==> src/rtl/uart_cmd_rx.sv <==
// uart_cmd_rx: oversampling 8N1 UART receiver that pairs bytes into 16-bit commands on a ready/clear handshake.
// Define UART_FRM_CHK_EN to drop bytes with a bad stop bit, pulse frm_err, and wait one idle bit before re-arming.
module uart_cmd_rx #(
  parameter int unsigned BAUD_DIV     = 2604,
  parameter int unsigned INTERBYTE_TO = 2000000
) (
  input  logic        clk,
  input  logic        rst,
  input  logic        RX,
  input  logic        clr_cmd_rdy,
  output logic [15:0] cmd,
  output logic        cmd_rdy,
  output logic        frm_err
);

  localparam int unsigned CNT_W = 12;
  localparam int unsigned TO_W  = $clog2(INTERBYTE_TO + 1);
  localparam logic [CNT_W-1:0] HALF_BIT = CNT_W'(BAUD_DIV / 2);
  localparam logic [CNT_W-1:0] FULL_BIT = CNT_W'(BAUD_DIV - 1);
  localparam logic [TO_W-1:0]  TO_LIMIT = TO_W'(INTERBYTE_TO);

  typedef enum logic [1:0] {IDLE, START, DATA, STOP} state_t;

  state_t           state;
  logic [CNT_W-1:0] cnt;
  logic [2:0]       bit_cnt;
  logic [7:0]       sr;
  logic             rx_m, rx_s, rx_p;
  logic [1:0]       sync_fill;
  logic             armed;
  logic             idx;
  logic [7:0]       hold;
  logic [TO_W-1:0]  to_cnt;

  logic fall_c, byte_done_c, accept_c, timeout_c;

  // armed only after a real (post-synchroniser) high sample, so reset values never fake an edge
  assign fall_c      = armed && rx_p && !rx_s;
  assign byte_done_c = (state == STOP) && (cnt == '0);
  assign timeout_c   = idx && (state == IDLE) && (to_cnt == TO_LIMIT);
`ifdef UART_FRM_CHK_EN
  assign accept_c    = byte_done_c && rx_s;
  logic rearm;
`else
  assign accept_c    = byte_done_c;
  assign frm_err     = 1'b0;
`endif

  // RX synchroniser and previous-sample register
  always_ff @(posedge clk) begin
    if (rst) begin
      rx_m      <= 1'b1;
      rx_s      <= 1'b1;
      rx_p      <= 1'b1;
      sync_fill <= '0;
    end else begin
      rx_m      <= RX;
      rx_s      <= rx_m;
      rx_p      <= rx_s;
      sync_fill <= {sync_fill[0], 1'b1};
    end
  end

  // Bit-level receiver
  always_ff @(posedge clk) begin
    if (rst) begin
      state   <= IDLE;
      cnt     <= '0;
      bit_cnt <= '0;
      sr      <= '0;
      armed   <= 1'b0;
`ifdef UART_FRM_CHK_EN
      rearm   <= 1'b0;
      frm_err <= 1'b0;
`endif
    end else begin
`ifdef UART_FRM_CHK_EN
      frm_err <= 1'b0;
`endif
      case (state)
        IDLE: begin
          if (fall_c) begin
            cnt   <= HALF_BIT;
            state <= START;
          end
`ifdef UART_FRM_CHK_EN
          else if (rearm) begin
            // line must stay high a full bit time before edges count again
            if (!rx_s) cnt <= FULL_BIT;
            else if (cnt == '0) begin
              rearm <= 1'b0;
              armed <= 1'b1;
            end else cnt <= cnt - 1'b1;
          end
`endif
          else if (sync_fill[1] && rx_s) armed <= 1'b1;
        end
        START: begin
          if (cnt == '0) begin
            if (rx_s) state <= IDLE;
            else begin
              cnt     <= FULL_BIT;
              bit_cnt <= '0;
              state   <= DATA;
            end
          end else cnt <= cnt - 1'b1;
        end
        DATA: begin
          if (cnt == '0) begin
            sr      <= {rx_s, sr[7:1]};
            cnt     <= FULL_BIT;
            bit_cnt <= bit_cnt + 1'b1;
            if (bit_cnt == 3'd7) state <= STOP;
          end else cnt <= cnt - 1'b1;
        end
        STOP: begin
          if (cnt == '0) begin
            state <= IDLE;
`ifdef UART_FRM_CHK_EN
            if (!rx_s) begin
              frm_err <= 1'b1;
              armed   <= 1'b0;
              rearm   <= 1'b1;
              cnt     <= FULL_BIT;
            end
`endif
          end else cnt <= cnt - 1'b1;
        end
        default: state <= IDLE;
      endcase
    end
  end

  // Byte pairing, inter-byte timeout and cmd_rdy handshake
  always_ff @(posedge clk) begin
    if (rst) begin
      idx     <= 1'b0;
      hold    <= '0;
      to_cnt  <= '0;
      cmd     <= '0;
      cmd_rdy <= 1'b0;
    end else begin
      if (clr_cmd_rdy) cmd_rdy <= 1'b0;
      if (accept_c) begin
        if (idx) begin
          cmd     <= {hold, sr};
          cmd_rdy <= 1'b1;
          idx     <= 1'b0;
        end else begin
          hold    <= sr;
          idx     <= 1'b1;
          to_cnt  <= '0;
          cmd_rdy <= 1'b0;
        end
      end
`ifdef UART_FRM_CHK_EN
      else if (byte_done_c) begin
        idx  <= 1'b0;
        hold <= '0;
      end
`endif
      else if (timeout_c) begin
        idx    <= 1'b0;
        hold   <= '0;
        to_cnt <= '0;
      end else if (fall_c && (state == IDLE)) begin
        to_cnt <= '0;
      end else if (idx && (state == IDLE)) begin
        to_cnt <= to_cnt + 1'b1;
      end
    end
  end

endmodule

==> config.mk <==
export PLATFORM = sky130hd
export DESIGN_NAME = uart_cmd_rx
export DESIGN_NICKNAME = d
export VERILOG_FILES = /design/src/rtl/uart_cmd_rx.sv
export SDC_FILE = /design/constraint.sdc
export NUM_CORES = 1
export LEC_CHECK = 0
export BUFFER_PORTS_ARGS = -buffer_cell sky130_fd_sc_hd__buf_2
export CELL_PAD_IN_SITES_DETAIL_PLACEMENT = 0
export CELL_PAD_IN_SITES_GLOBAL_PLACEMENT = 1
export CORE_MARGIN = 2
export CORE_UTILIZATION = 37
export DETAILED_ROUTE_END_ITERATION = 7
export PLACE_DENSITY = 0.8
export RECOVER_POWER = 25
export SETUP_SLACK_MARGIN = 0.4
export SLEW_MARGIN = 5
export SYNTH_ARGS = -nofsm -noshare
export SYNTH_HDL_FRONTEND = slang
export SYNTH_SLANG_ARGS = --single-unit
==> constraint.sdc <==
create_clock -name clk -period 2.6 [get_ports clk]
set_clock_uncertainty 0.05 [all_clocks]
set_input_delay 0.52 -clock clk [delete_from_list [all_inputs] [get_ports clk]]
set_output_delay 0.52 -clock clk [all_outputs]
set_load 0.02 [all_outputs]
== After elaboration in Yosys (flattened, before gate mapping) ==
Cells that the tools add are included.
Widths: inputs -> output; s select.

* Output and inout bits: 18
* Register bits after elaboration: 78
* Word-level logic and storage cells: 87
* Input bits: 4

* Multiplexer cells: 32
* Equal/unequal tests: 14
* Add/subtract/negate cells: 3
* Reductions and logical operators: 22
* Bitwise logic cells: 1

{| class="wikitable"
|+ Operators with widths
! operator !! count
|-
| $mux 21 || 5
|-
| $mux 12 || 5
|-
| $pmux 12 s4 || 1
|-
| $mux 8 || 3
|-
| $add 21x1->21 const B || 1
|-
| $eq 21x21->1 const B || 1
|-
| $ne 2x2->1 const B || 7
|-
| $logic_not 12->1 || 1
|-
| $mux 2 || 6
|-
| $sub 12x1->12 const B || 1
|-
| $mux 3 || 3
|-
| $pmux 2 s4 || 1
|-
| $reduce_and 2->1 || 4
|-
| $logic_and 1x1->1 || 7
|-
| $mux 1 || 7
|-
| $pmux 3 s2 || 1
|-
| $reduce_and 3->1 || 2
|-
| $reduce_bool 2->1 || 3
|-
| $reduce_and 5->1 || 1
|-
| $eq 2x2->1 const B || 2
|-
| $reduce_and 4->1 || 1
|-
| $reduce_bool 4->1 || 1
|-
| $add 3x1->3 const B || 1
|-
| $eq 3x3->1 const B || 1
|-
| 6 further kinds || 6
|}

== Depth between registers and ports, before layout ==
Gate-level depths: netlist (run 1).

* Word-level depth: 6
* Depth in mapped cells: 10
* Depth with buffers taken out: 8

== Worst setup path after synthesis (run 1) ==
OpenSTA, ideal clock, no wires.

* Path type: register to register
* Start point: register cnt[0]
* End point: register to_cnt[9]
* Arrival: 2.664 ns
* Cell stages (with the launch flop): 10
* Period minus slack after synthesis: 2.785 ns
* Setup slack: -0.185 ns
* Path buffers: 1
* Library setup time: 0.071 ns
* Data required time: 2.479 ns
* Cell sequence: dfxtp_1 inv_1 ha_1 nor3b_1 and4_1 buf_2 mux2_2 or4_1 or3_1 a21oi_1

* Word-level cells in the longest chain between the ends: 4
* Elaborated cells between the ends (all ways): 6
* Classes of those cells: eq/ne (1); mux (1); reduce/logical (4)

{| class="wikitable"
|+ RTL lines
! element !! RTL line !! source
|-
| start, declared || 25 || <nowiki>logic [CNT_W-1:0] cnt;</nowiki>
|-
| start signal, assigned || 106 || <nowiki>end else cnt <= cnt - 1'b1;</nowiki>
|-
| start signal, assigned || 114 || <nowiki>end else cnt <= cnt - 1'b1;</nowiki>
|-
| start signal, assigned || 127 || <nowiki>end else cnt <= cnt - 1'b1;</nowiki>
|-
| $logic_not 12->1 * || 39 || <nowiki>assign byte_done_c = (state == STOP) && (cnt == '0);</nowiki>
|-
| $logic_and 1x1->1 * || 39 ||
|-
| $reduce_bool 4->1 (no source line) or $ne 2x2->1 (tied branches) || n/a ||
|-
| $reduce_and 2->1 (no source line) || n/a ||
|-
| end signal, assigned || 169 || <nowiki>to_cnt <= to_cnt + 1'b1;</nowiki>
|-
| end, declared || 33 || <nowiki>logic [TO_W-1:0] to_cnt;</nowiki>
|}

Every way passes the cells marked *; elsewhere a longest branch is shown, timed or not.
A chain may end at the register's enable or synchronous reset.

== Final worst setup path (run 1) ==
* Start point: register cnt[0]
* End point: register to_cnt[11]

The elaborated chain is that of the path after synthesis.

==> out/metrics.cfg, run 1 <==
[global_route]
grt_max_degree=22
first_pass_grt_wire_length_um=16200
grt_util_met3_pct=3.78
use_met1_pct=23.4
grt-busiest-layer=met2
number_of_global_route_vias_before_repair=3297
grt_antenna_before_repair=0
grt_util_all_layers_pct=18.3
gr-total-overflow=0
globalRouteMet2Util_pct=30.8

[layout]
syn_to_final_growth_pct=23.3
final_layout_size_suffix_gt1_share_pct=24.1
final-seq-area_mm2=0.00158
layout.cell_area.non_filler_mm2=0.00455
n_fill_cell=993
final_net_count=518
multi_input_comb_area_mm2=0.00222
antenna-diode-count=0

[worst_setup_path]
startpoint_type=flip-flop
slowest_stage=or4_4
critical_path_arrival_ns=2.54
path_delay_family=simple AND/OR/NAND/NOR gates
worst-setup-path-type=flip-flop to flip-flop
cp_cell_sequence=inv_2, ha_4, nor3b_4, and4_4, mux2_4, or4_4, or3_1, a21oi_1
cp_data_required_time_ns=2.84
critical_path.max_stage_delay_ns=0.42
timing.critical_path.buf_inv=1
cp-end-kind=flip-flop
critical_path_peak_fanout=3

[cts]
cts_tree=built
cts_hold_buffers=0
cts_sinks=78
later_pin_clock_latency_in_the_skew_report_ns=0.36
clock_tree.root_cell=clkbuf_8
cts-buffers-inserted=9
cts_max_path_buffers=2
cts_max_level=3
path_clk_slew_ns=0.09

[hold_path]
hold_class=input pin to flip-flop

[placed_design]
placed_area_mm2=0.00407
place_worst_setup_slack_ns=0.171
io_buffers=20
hpwl_um=6810
gpl.final_weighted_congestion=0.897

[die]
floorplan.initialDensity_pct=37.9
fp.dieW_um=104
die-area_mm2=0.0108
ioPinCount=22
core_ar_mm2=0.00973
fp.dieH_um=104
floorplan.rows=36

[logic_synthesis]
postSynth.asyncResetShare_pct=0
mean_cell_area_of_the_mapped_netlist_um2=7.92
ys_ff_latch=78
netlist_area_mm2=0.00369
number_of_flops_mapped_to_enable_cells_by_yosys=0
postSynthCellCount=466
synthDistinctLibCells=56
ys.flop_type=dfxtp_1
yosysWarningCount=0
postSynthNetCount=479
yosysSeqAreaShare_pct=42.3

[pwr]
power_per_cell_area_mw_per_mm2=626
peakVddDrop_mv=0.401
power.leakage_uw=0.00161

[sta]
period_utilisation_layout_pct=88.2
worst_slew_pin_slew_ns=0.955
rsz_0062_raised_after_global_routing=yes
timing.final.max_slew_violations=0
timing.setup.tns_ns=0
hold_viol=0
final_period_minus_worst_setup_slack_ns=2.29
timing.hold.ws_ns=0.288
max_slew_margin_pct=36.3
finalWorstSetupSlack_ns=0.306
setup_viol=0
fmaxAchievable_mhz=436

[routing]
drc_violation_count_after_routing=0
vias_per_cell=5.33
post_drt_wl_per_cell_um=14.8
detail_route.first_pass.iterations=4
route.vias.total=3427
drt-total-wl_um=9540
drtIter0Drc=150
final_antenna_net_count=0

[outcome]
run_status=finished, final reports clean

[flow_run]
maxCapViolCount=0

==> kinds of logic after synthesis <==
kind of cell / share of synthesized area [%]
AOI/OAI and AO/OA: 19.1
adders and majority gates: 3.05
buffers and inverters: 4.07
DFF: 42.3
muxes: 0.848
other: 0.102
and+or+nand+nor: 30.5
==> flip-flops by register name, indices dropped and copies added (netlist names), 2 cells and up, named ones only <==
name,flops
to_cnt,21
bit_cnt,3
sr,8
hold,8
cmd,16
sync_fill,2
cnt,12
==> synth_stat cells (all sizes together) (2+ instances only) <==
cell type | n | area [µm²]
nor3 | 15 | 75.1
buf | 5 | 33.8
and3 | 4 | 25.0
nor2b | 3 | 18.8
o21a | 4 | 30.0
nor4 | 8 | 86.3
a22o | 7 | 70.1
nand4 | 8 | 50.1
nand2 | 103 | 387
a41oi | 2 | 17.5
o31ai | 2 | 15.0
dfxtp | 78 | 1560
a31oi | 8 | 65.1
a21oi | 55 | 275
nor4b | 2 | 17.5
ha | 9 | 113
o21ai | 13 | 65.1
a211oi | 3 | 22.5
o211ai | 2 | 15.0
inv | 14 | 52.6
or4 | 4 | 33.8
and4 | 4 | 35.0
nand3 | 22 | 110
nand2b | 2 | 12.5
nand3b | 2 | 15.0
nor2 | 28 | 105
mux2i | 2 | 20.0
or3b | 2 | 17.5
and2 | 5 | 31.3
nor3b | 2 | 15.0
o22ai | 5 | 31.3
a22oi | 2 | 15.0
or3 | 4 | 25.0
clkbuf | 17 | 63.8
o22a | 2 | 17.5
a21o | 4 | 30.0
or2 | 3 | 18.8
==> cell type report <==
class	count	area share, %
clock buffers	9	2.72
clock inverters	7	1.76
inverters	14	1.21
multi-input cells	352	48.9
flip-flops and latches	78	34.6
well taps	133	3.66
repair buffers	50	7.07
==> timing repair <==
item                       in CTS  in global routing
buffers inserted                4                  3
setup endpoints to repair      32                 36
resized for setup              23                 43
cloned                          0                  1
pin swaps                       7                 22
==> path summary, 6_finish.rpt <==
check	slack, ns	from	depth (start not counted)	to
max reg2reg	0.31	cnt[0]	8	to_cnt[11]
max	0.31	cnt[0]	8	to_cnt[11]
min	0.29	RX	2	rx_m
min reg2reg	0.37	rx_m	1	rx_s
==> power breakdown <==
part	internal, µW	leakage [µW]	switching, µW
sequential	1220	0.000635	38.6
clock	457	0.000102	511
combinational	255	0.000875	360
total	1940	0.00161	909
==> per-stage QoR <==
step	utilization (%)	instances	power, µW
floorplan	-	466	1650
global placement	41.8	619	1790
detailed placement	41.8	619	1810
CTS	45.1	639	2800
global route	46.7	643	2980
finish	46.7	643	2850
==> layout by cell type, fill, tap and decap left out, types with 5 or more instances in the layout <==
master    count
a22o_2        7
inv_1        10
o22ai_1       5
ha_1          6
nand3_2       7
nand3_1      15
a31oi_1       6
clkbuf_8      9
o21ai_0       9
nand4_1       8
nor2_1       25
dfxtp_2       8
nor3_1       13
nand2_1      99
dfxtp_1      69
a21oi_1      52
buf_4        26
clkbuf_1     18
==> per-layer routing <==
layer,part of all wire (%),routed length [µm]
met2,49,4680
met5,0,0
met3,2.9,281
met1,47,4470
met4,1.2,116
Power figures use the tool's default switching activity.
==> run 2, diff against run 1 <==
--- a/config.mk
+++ b/config.mk
@@ -5,13 +5,14 @@
 export SDC_FILE = /design/constraint.sdc
 export NUM_CORES = 1
 export LEC_CHECK = 0
+export ABC_AREA = 1
 export BUFFER_PORTS_ARGS = -buffer_cell sky130_fd_sc_hd__buf_2
 export CELL_PAD_IN_SITES_DETAIL_PLACEMENT = 0
 export CELL_PAD_IN_SITES_GLOBAL_PLACEMENT = 1
 export CORE_MARGIN = 2
 export CORE_UTILIZATION = 37
 export DETAILED_ROUTE_END_ITERATION = 7
-export PLACE_DENSITY = 0.8
+export PLACE_DENSITY = 0.83
 export RECOVER_POWER = 25
 export SETUP_SLACK_MARGIN = 0.4
 export SLEW_MARGIN = 5
==> run 2 against run 1 <==
- synthesized area increased by 14%
- setup slack improved by 0.29 ns
- combinational power increased by 100%
- via count increased by 13%
- die area increased by 14%
- critical path depth increased by 3
- wire length increased by 4.4%
- global-route usage decreased by 1.4 points
- fmax increased by 14%
- register-to-register slack improved by 0.29 ns
- utilization decreased by 3.9 points
- worst hold slack improved by 0.023 ns
==> out/metrics.cfg, run 2 <==
[outcome]
run_status=finished, final reports clean

[routing]
drt-total-wl_um=9970
drc_violation_count_after_routing=0
post_drt_wl_per_cell_um=12.5
route.vias.total=3879
vias_per_cell=4.87
final_antenna_net_count=0
drtIter0Drc=185
detail_route.first_pass.iterations=5

[global_route]
grt_util_all_layers_pct=16.9
grt-busiest-layer=met2
first_pass_grt_wire_length_um=17300
number_of_global_route_vias_before_repair=3700
grt_antenna_before_repair=0
grt_util_met3_pct=4.06
gr-total-overflow=0
grt_max_degree=30
globalRouteMet2Util_pct=27.5
use_met1_pct=22.2

[pwr]
power_per_cell_area_mw_per_mm2=818
power.leakage_uw=0.00195
peakVddDrop_mv=0.516

[layout]
layout_top_registers=to_cnt x21, cmd x16, cnt x12
regMostFlops=to_cnt
layout.cell_area.non_filler_mm2=0.00470
final_net_count=664
most_used_cells_in_the_layout_excluding_fill_and_tap_cells=159 x nand2_1, 101 x nor2_1, 78 x dfxtp_1, 63 x inv_1, 61 x nand3_1
antenna-diode-count=0
syn_to_final_growth_pct=11.7
post-route-util_pct=42.8
final_layout_size_suffix_gt1_share_pct=8.23
largest_reg_flops=21
layout.cells.most_common=nand2_1

[logic_synthesis]
synth_top_cells_by_count=160 x nand2_1, 101 x nor2_1, 78 x dfxtp_1
yosysWarningCount=0
netlist_area_mm2=0.00421
postSynth.asyncResetShare_pct=0
ys.flop_type=dfxtp_1
synth_compound_area_share_pct=11.4
ys_ff_latch=78
synth-adder-area-share_pct=2.68
synthDistinctLibCells=34
synth-xor-area-share_pct=2.08
postSynthNetCount=650
synth_top_cells_by_area=dfxtp_1 37%, nand2_1 14%, nor2_1 9.0%
postSynthCellCount=637
mean_cell_area_of_the_mapped_netlist_um2=6.61
synth_simple_gate_area_share_pct=37.8
number_of_flops_mapped_to_enable_cells_by_yosys=0
yosysSeqAreaShare_pct=37.1
synth_largest_type_area_fraction_pct=37.1
yosys.cell_count.top_type=nand2_1
main_combinational_cell_family_by_area_after_synthesis=simple AND/OR/NAND/NOR gates
synth_top_area_cell=dfxtp_1
synth.area.mux_share_pct=0

[sta]
setup_viol=0
rsz_0062_raised_after_global_routing=no
worst_slew_pin_slew_ns=1.17
final_period_minus_worst_setup_slack_ns=2.01
timing.hold.ws_ns=0.311
max_slew_margin_pct=22.1
period_utilisation_layout_pct=77.1
fmaxAchievable_mhz=499
timing.final.max_slew_violations=0
timing.setup.tns_ns=0
hold_viol=0

[placed_design]
gpl.final_weighted_congestion=0.851
placed_area_mm2=0.00440
io_buffers=20
hpwl_um=7190

[hold_path]
hold_class=input pin to flip-flop

[cts]
cts-buffers-inserted=9
cts_max_level=3
clock_tree.root_cell=clkbuf_16
cts_sinks=78
cts_tree=built
cts_max_path_buffers=2
path_clk_slew_ns=0.06
later_pin_clock_latency_in_the_skew_report_ns=0.34

[worst_setup_path]
cp_data_required_time_ns=2.78
path_delay_family=simple AND/OR/NAND/NOR gates
cp-end-kind=flip-flop
startpoint_type=flip-flop
cp_cell_sequence=inv_1, ha_1, nand2_2, nor2_4, nand3_4, inv_6, nand2_8, nand2_4, nand2_1, nand2_1, nor2_1
slowest_stage=dfxtp_1
timing.critical_path.mode_cell=nand2_1
critical_path.max_stage_delay_ns=0.33
critical_path_arrival_ns=2.19
timing.critical_path.buf_inv=2
critical_path_peak_fanout=29
worst-setup-path-type=flip-flop to flip-flop

[flow_run]
maxCapViolCount=0

[die]
core_ar_mm2=0.0110
ioPinCount=22
die-area_mm2=0.0122
fp.dieW_um=111
floorplan.rows=38
fp.dieH_um=111
floorplan.initialDensity_pct=38.3

## run 2: area by class of cell
type / instances / area [µm²]
fillers: 1163 / 6280
multi-input cells: 471 / 2310
flip-flops and latches: 78 / 1560
inverters: 67 / 256
clock buffers: 9 / 225
well taps: 140 / 175
repair buffers: 24 / 101
clock inverters: 7 / 70.1
## run 2: metal layers
metal	wire length, µm	vias to the layer above	part of all wire [%]
li1	-	2066	-
met1	4900	1734	49
met2	4570	71	46
met3	371	8	3.7
met4	123	0	1.2
met5	0	-	0
## run 2: cell families (layout without fill, tap and decap cells)
logic type / Yosys count / after routing
AO/OA/AOI/OAI: 88 / 88
adder cells (fa/ha/maj): 9 / 9
AND/OR/NAND/NOR: 363 / 363
buffers and inverters: 88 / 107
XOR/XNOR: 10 / 10
flip-flops: 78 / 78
other: 1 / 1
## run 2: worst paths after layout
path	cells after the start	slack, ns	start	endpoint
worst max-delay path	11	0.59	cnt[0]	to_cnt[20]
worst min-delay path	2	0.31	RX	rx_m
worst max register to register	11	0.59	cnt[0]	to_cnt[20]
worst min register to register	1	0.36	rx_m	rx_s
## run 2: power breakdown
part / switching [µW] / internal [µW] / total, µW
Clock: 572 / 680 / 1250
Sequential: 76.8 / 1270 / 1350
Combinational: 821 / 425 / 1250
## run 2: repair_timing
| action | CTS | global route |
|---|---|---|
| hold buffers | 0 | 0 |
| buffers inserted | 0 | 0 |
| gates resized for setup | 2 | 7 |
| endpoints found under the hold margin | 0 | 0 |
| setup endpoints to repair | 9 | 21 |
## run 2: per-stage QoR
| stage | std cells | setup slack (ns) | total power, µW |
|---|---|---|---|
| 6_report | 796 | 0.594 | 3840 |
| 5_1_grt | 796 | 0.380 | 4100 |
| 4_1_cts | 796 | 0.460 | 3870 |
| 3_5_place_dp | 780 | 0.365 | 2610 |
| 3_3_place_gp | 780 | 0.412 | 2600 |
| 2_1_floorplan | 637 | 0.866 | 2380 |
==> run 3, diff against run 2 <==
--- a/config.mk
+++ b/config.mk
@@ -12,7 +12,7 @@
 export CORE_MARGIN = 2
 export CORE_UTILIZATION = 37
 export DETAILED_ROUTE_END_ITERATION = 7
-export PLACE_DENSITY = 0.83
+export PLACE_DENSITY = 0.8
 export RECOVER_POWER = 25
 export SETUP_SLACK_MARGIN = 0.4
 export SLEW_MARGIN = 5
==> constraint.sdc (replaced) <==
create_clock -name clk -period 2.1 [get_ports clk]
set_clock_uncertainty 0.05 [all_clocks]
set_input_delay 0.42 -clock clk [delete_from_list [all_inputs] [get_ports clk]]
set_output_delay 0.42 -clock clk [all_outputs]
set_load 0.02 [all_outputs]
==> run 3 against run 2 <==
- flip-flop and latch count is the same
- fmax rose by 17%
- setup slack lost 0.20 ns
- critical path type unchanged
==> out/metrics.cfg, run 3 (synthesis results as in run 2) <==
[routing]
drc_violation_count_after_routing=0
route.vias.total=4144
post_drt_wl_per_cell_um=13.6
detail_route.first_pass.iterations=4
vias_per_cell=5.01
final_antenna_net_count=0
drt-total-wl_um=11300
drtIter0Drc=178

[layout]
syn_to_final_growth_pct=28.1
most_used_cells_in_the_layout_excluding_fill_and_tap_cells=140 x nand2_1, 88 x nor2_1, 62 x dfxtp_1, 54 x nand3_1, 52 x inv_1
n_fill_cell=1093
layout.cell_area.non_filler_mm2=0.00539
layout.cells.most_common=nand2_1
final_layout_size_suffix_gt1_share_pct=24.6
antenna-diode-count=0
largest_reg_flops=21
layout_top_registers=to_cnt x21, cmd x16, cnt x12
regMostFlops=to_cnt
final_net_count=695
final_instance_count_excl_fillers=827

[global_route]
number_of_global_route_vias_before_repair=3917
grt_antenna_before_repair=0
gr-total-overflow=0
grt_max_degree=42
grt_util_all_layers_pct=18.4
first_pass_grt_wire_length_um=18500

[sta]
timing.final.max_slew_violations=0
finalWorstSetupSlack_ns=0.390
period_utilisation_layout_pct=81.4
rsz_0062_raised_after_global_routing=yes
timing.setup.tns_ns=0
hold_viol=0
worst_slew_pin_slew_ns=0.955
max_slew_margin_pct=36.3
fmaxAchievable_mhz=585
final_period_minus_worst_setup_slack_ns=1.71
setup_viol=0

[cts]
clock_tree.root_cell=clkbuf_16
cts_tree=built
cts_hold_buffers=0
cts_sinks=78
cts_max_level=3
cts-buffers-inserted=9
cts_max_path_buffers=2
path_clk_slew_ns=0.06
later_pin_clock_latency_in_the_skew_report_ns=0.34

[pwr]
pwr-share-clk_pct=27.2
power.leakage_uw=0.00217
comb_power_share_pct=41.4
cellInternalPower_uw=3320
peakVddDrop_mv=0.559
power_switching_share_pct=38.6
seq_power_share_pct=31.4
p_switching_uw=2090
power_per_cell_area_mw_per_mm2=1000

[die]
floorplan.initialDensity_pct=38.3
core_ar_mm2=0.0110
fp.dieW_um=111
floorplan.rows=38
die-area_mm2=0.0122
fp.dieH_um=111
ioPinCount=22

[outcome]
run_status=finished, final reports clean

[placed_design]
place_worst_setup_slack_ns=0.183
place_inst=786
gpl.final_weighted_congestion=0.906
hpwl_um=7510
io_buffers=20
placed_area_mm2=0.00444

[worst_setup_path]
critical_path_peak_fanout=8
critical_path_arrival_ns=1.85
reg2reg_slack_ns=0.39
cp_data_required_time_ns=2.24
worst-setup-path-type=flip-flop to flip-flop
startpoint_type=flip-flop
cp-end-kind=flip-flop

[flow_run]
maxCapViolCount=0

[hold_path]
hold_class=input pin to flip-flop

## run 3: changes by cell type in the layout (fill, tap and decap cells not counted), sizes merged
cell      before  now
o211ai         1    2
clkinvlp       1    2
nand2        169  171
buf            5   33
clkinv         0    2
clkbuf        28   29
inv           73   69
## run 3: layout make-up
| type | instances | area, µm² | area share (%) |
|---|---|---|---|
| inverter | 67 | 272 | 5.04 |
| multi-input combinational | 474 | 2710 | 50.2 |
| tap | 140 | 175 | 3.25 |
| clock inverter | 6 | 46.3 | 0.859 |
| clock buffer | 10 | 229 | 4.25 |
| timing repair buffer | 52 | 375 | 6.97 |
| sequential | 78 | 1590 | 29.4 |
## run 3: layer usage
metal | global-route usage, % | vias to the layer above | share of wire (%)
met3 | 3.18 | 25 | 3.7
met4 | 9.58 | 0 | 2.9
met1 | 23.4 | 1906 | 47
met5 | 0 | - | 0
met2 | 29.9 | 78 | 46
li1 | - | 2135 | -
## run 3: per-stage QoR
| step | total power (µW) | utilization [%] | hold WS [ns] |
|---|---|---|---|
| floorplan | 2950 | - | 0.338 |
| finish | 5410 | 49.1 | 0.216 |
| detailed placement | 3240 | 40.5 | 0.344 |
| global placement | 3230 | 40.5 | 0.341 |
| global route | 5740 | 49.1 | 0.220 |
| CTS | 5090 | 45.4 | 0.208 |
## run 3: critical path, cell delays in order, from the launching register on
cell	delay (ns)
dfxtp_4	0.36
inv_4	0.07
ha_4	0.21
nand2_8	0.07
nor3_4	0.14
nand3_2	0.12
nand2_2	0.11
nand2_4	0.11
buf_12	0.19
nand2_2	0.05
a21oi_1	0.05
## run 3: power by group through the flow
stage,Combinational (µW),Sequential (µW),Clock (µW)
after floorplan,1270,1680,0
after global routing,2470,1710,1560
after global placement,1540,1690,0
after CTS,1910,1680,1500
after detailed placement,1540,1700,0
final,2240,1700,1470
## run 3: final timing paths
| kind | depth (start not counted) | endpoint | from |
|---|---|---|---|
| min reg2reg | 2 | sync_fill[1] | sync_fill[0] |
| max | 10 | hold[6] | flip-flop |
| min | 2 | rx_m | RX |
| max reg2reg | 10 | hold[6] | flip-flop |
## run 3: what timing repair did
| action | CTS | global route |
|---|---|---|
| pin swaps | 18 | 25 |
| gates resized for setup | 52 | 96 |
| gates cloned | 3 | 0 |
| endpoints found under the setup margin | 67 | 71 |
| endpoints found under the hold margin | 0 | 0 |
| setup buffers | 6 | 16 |
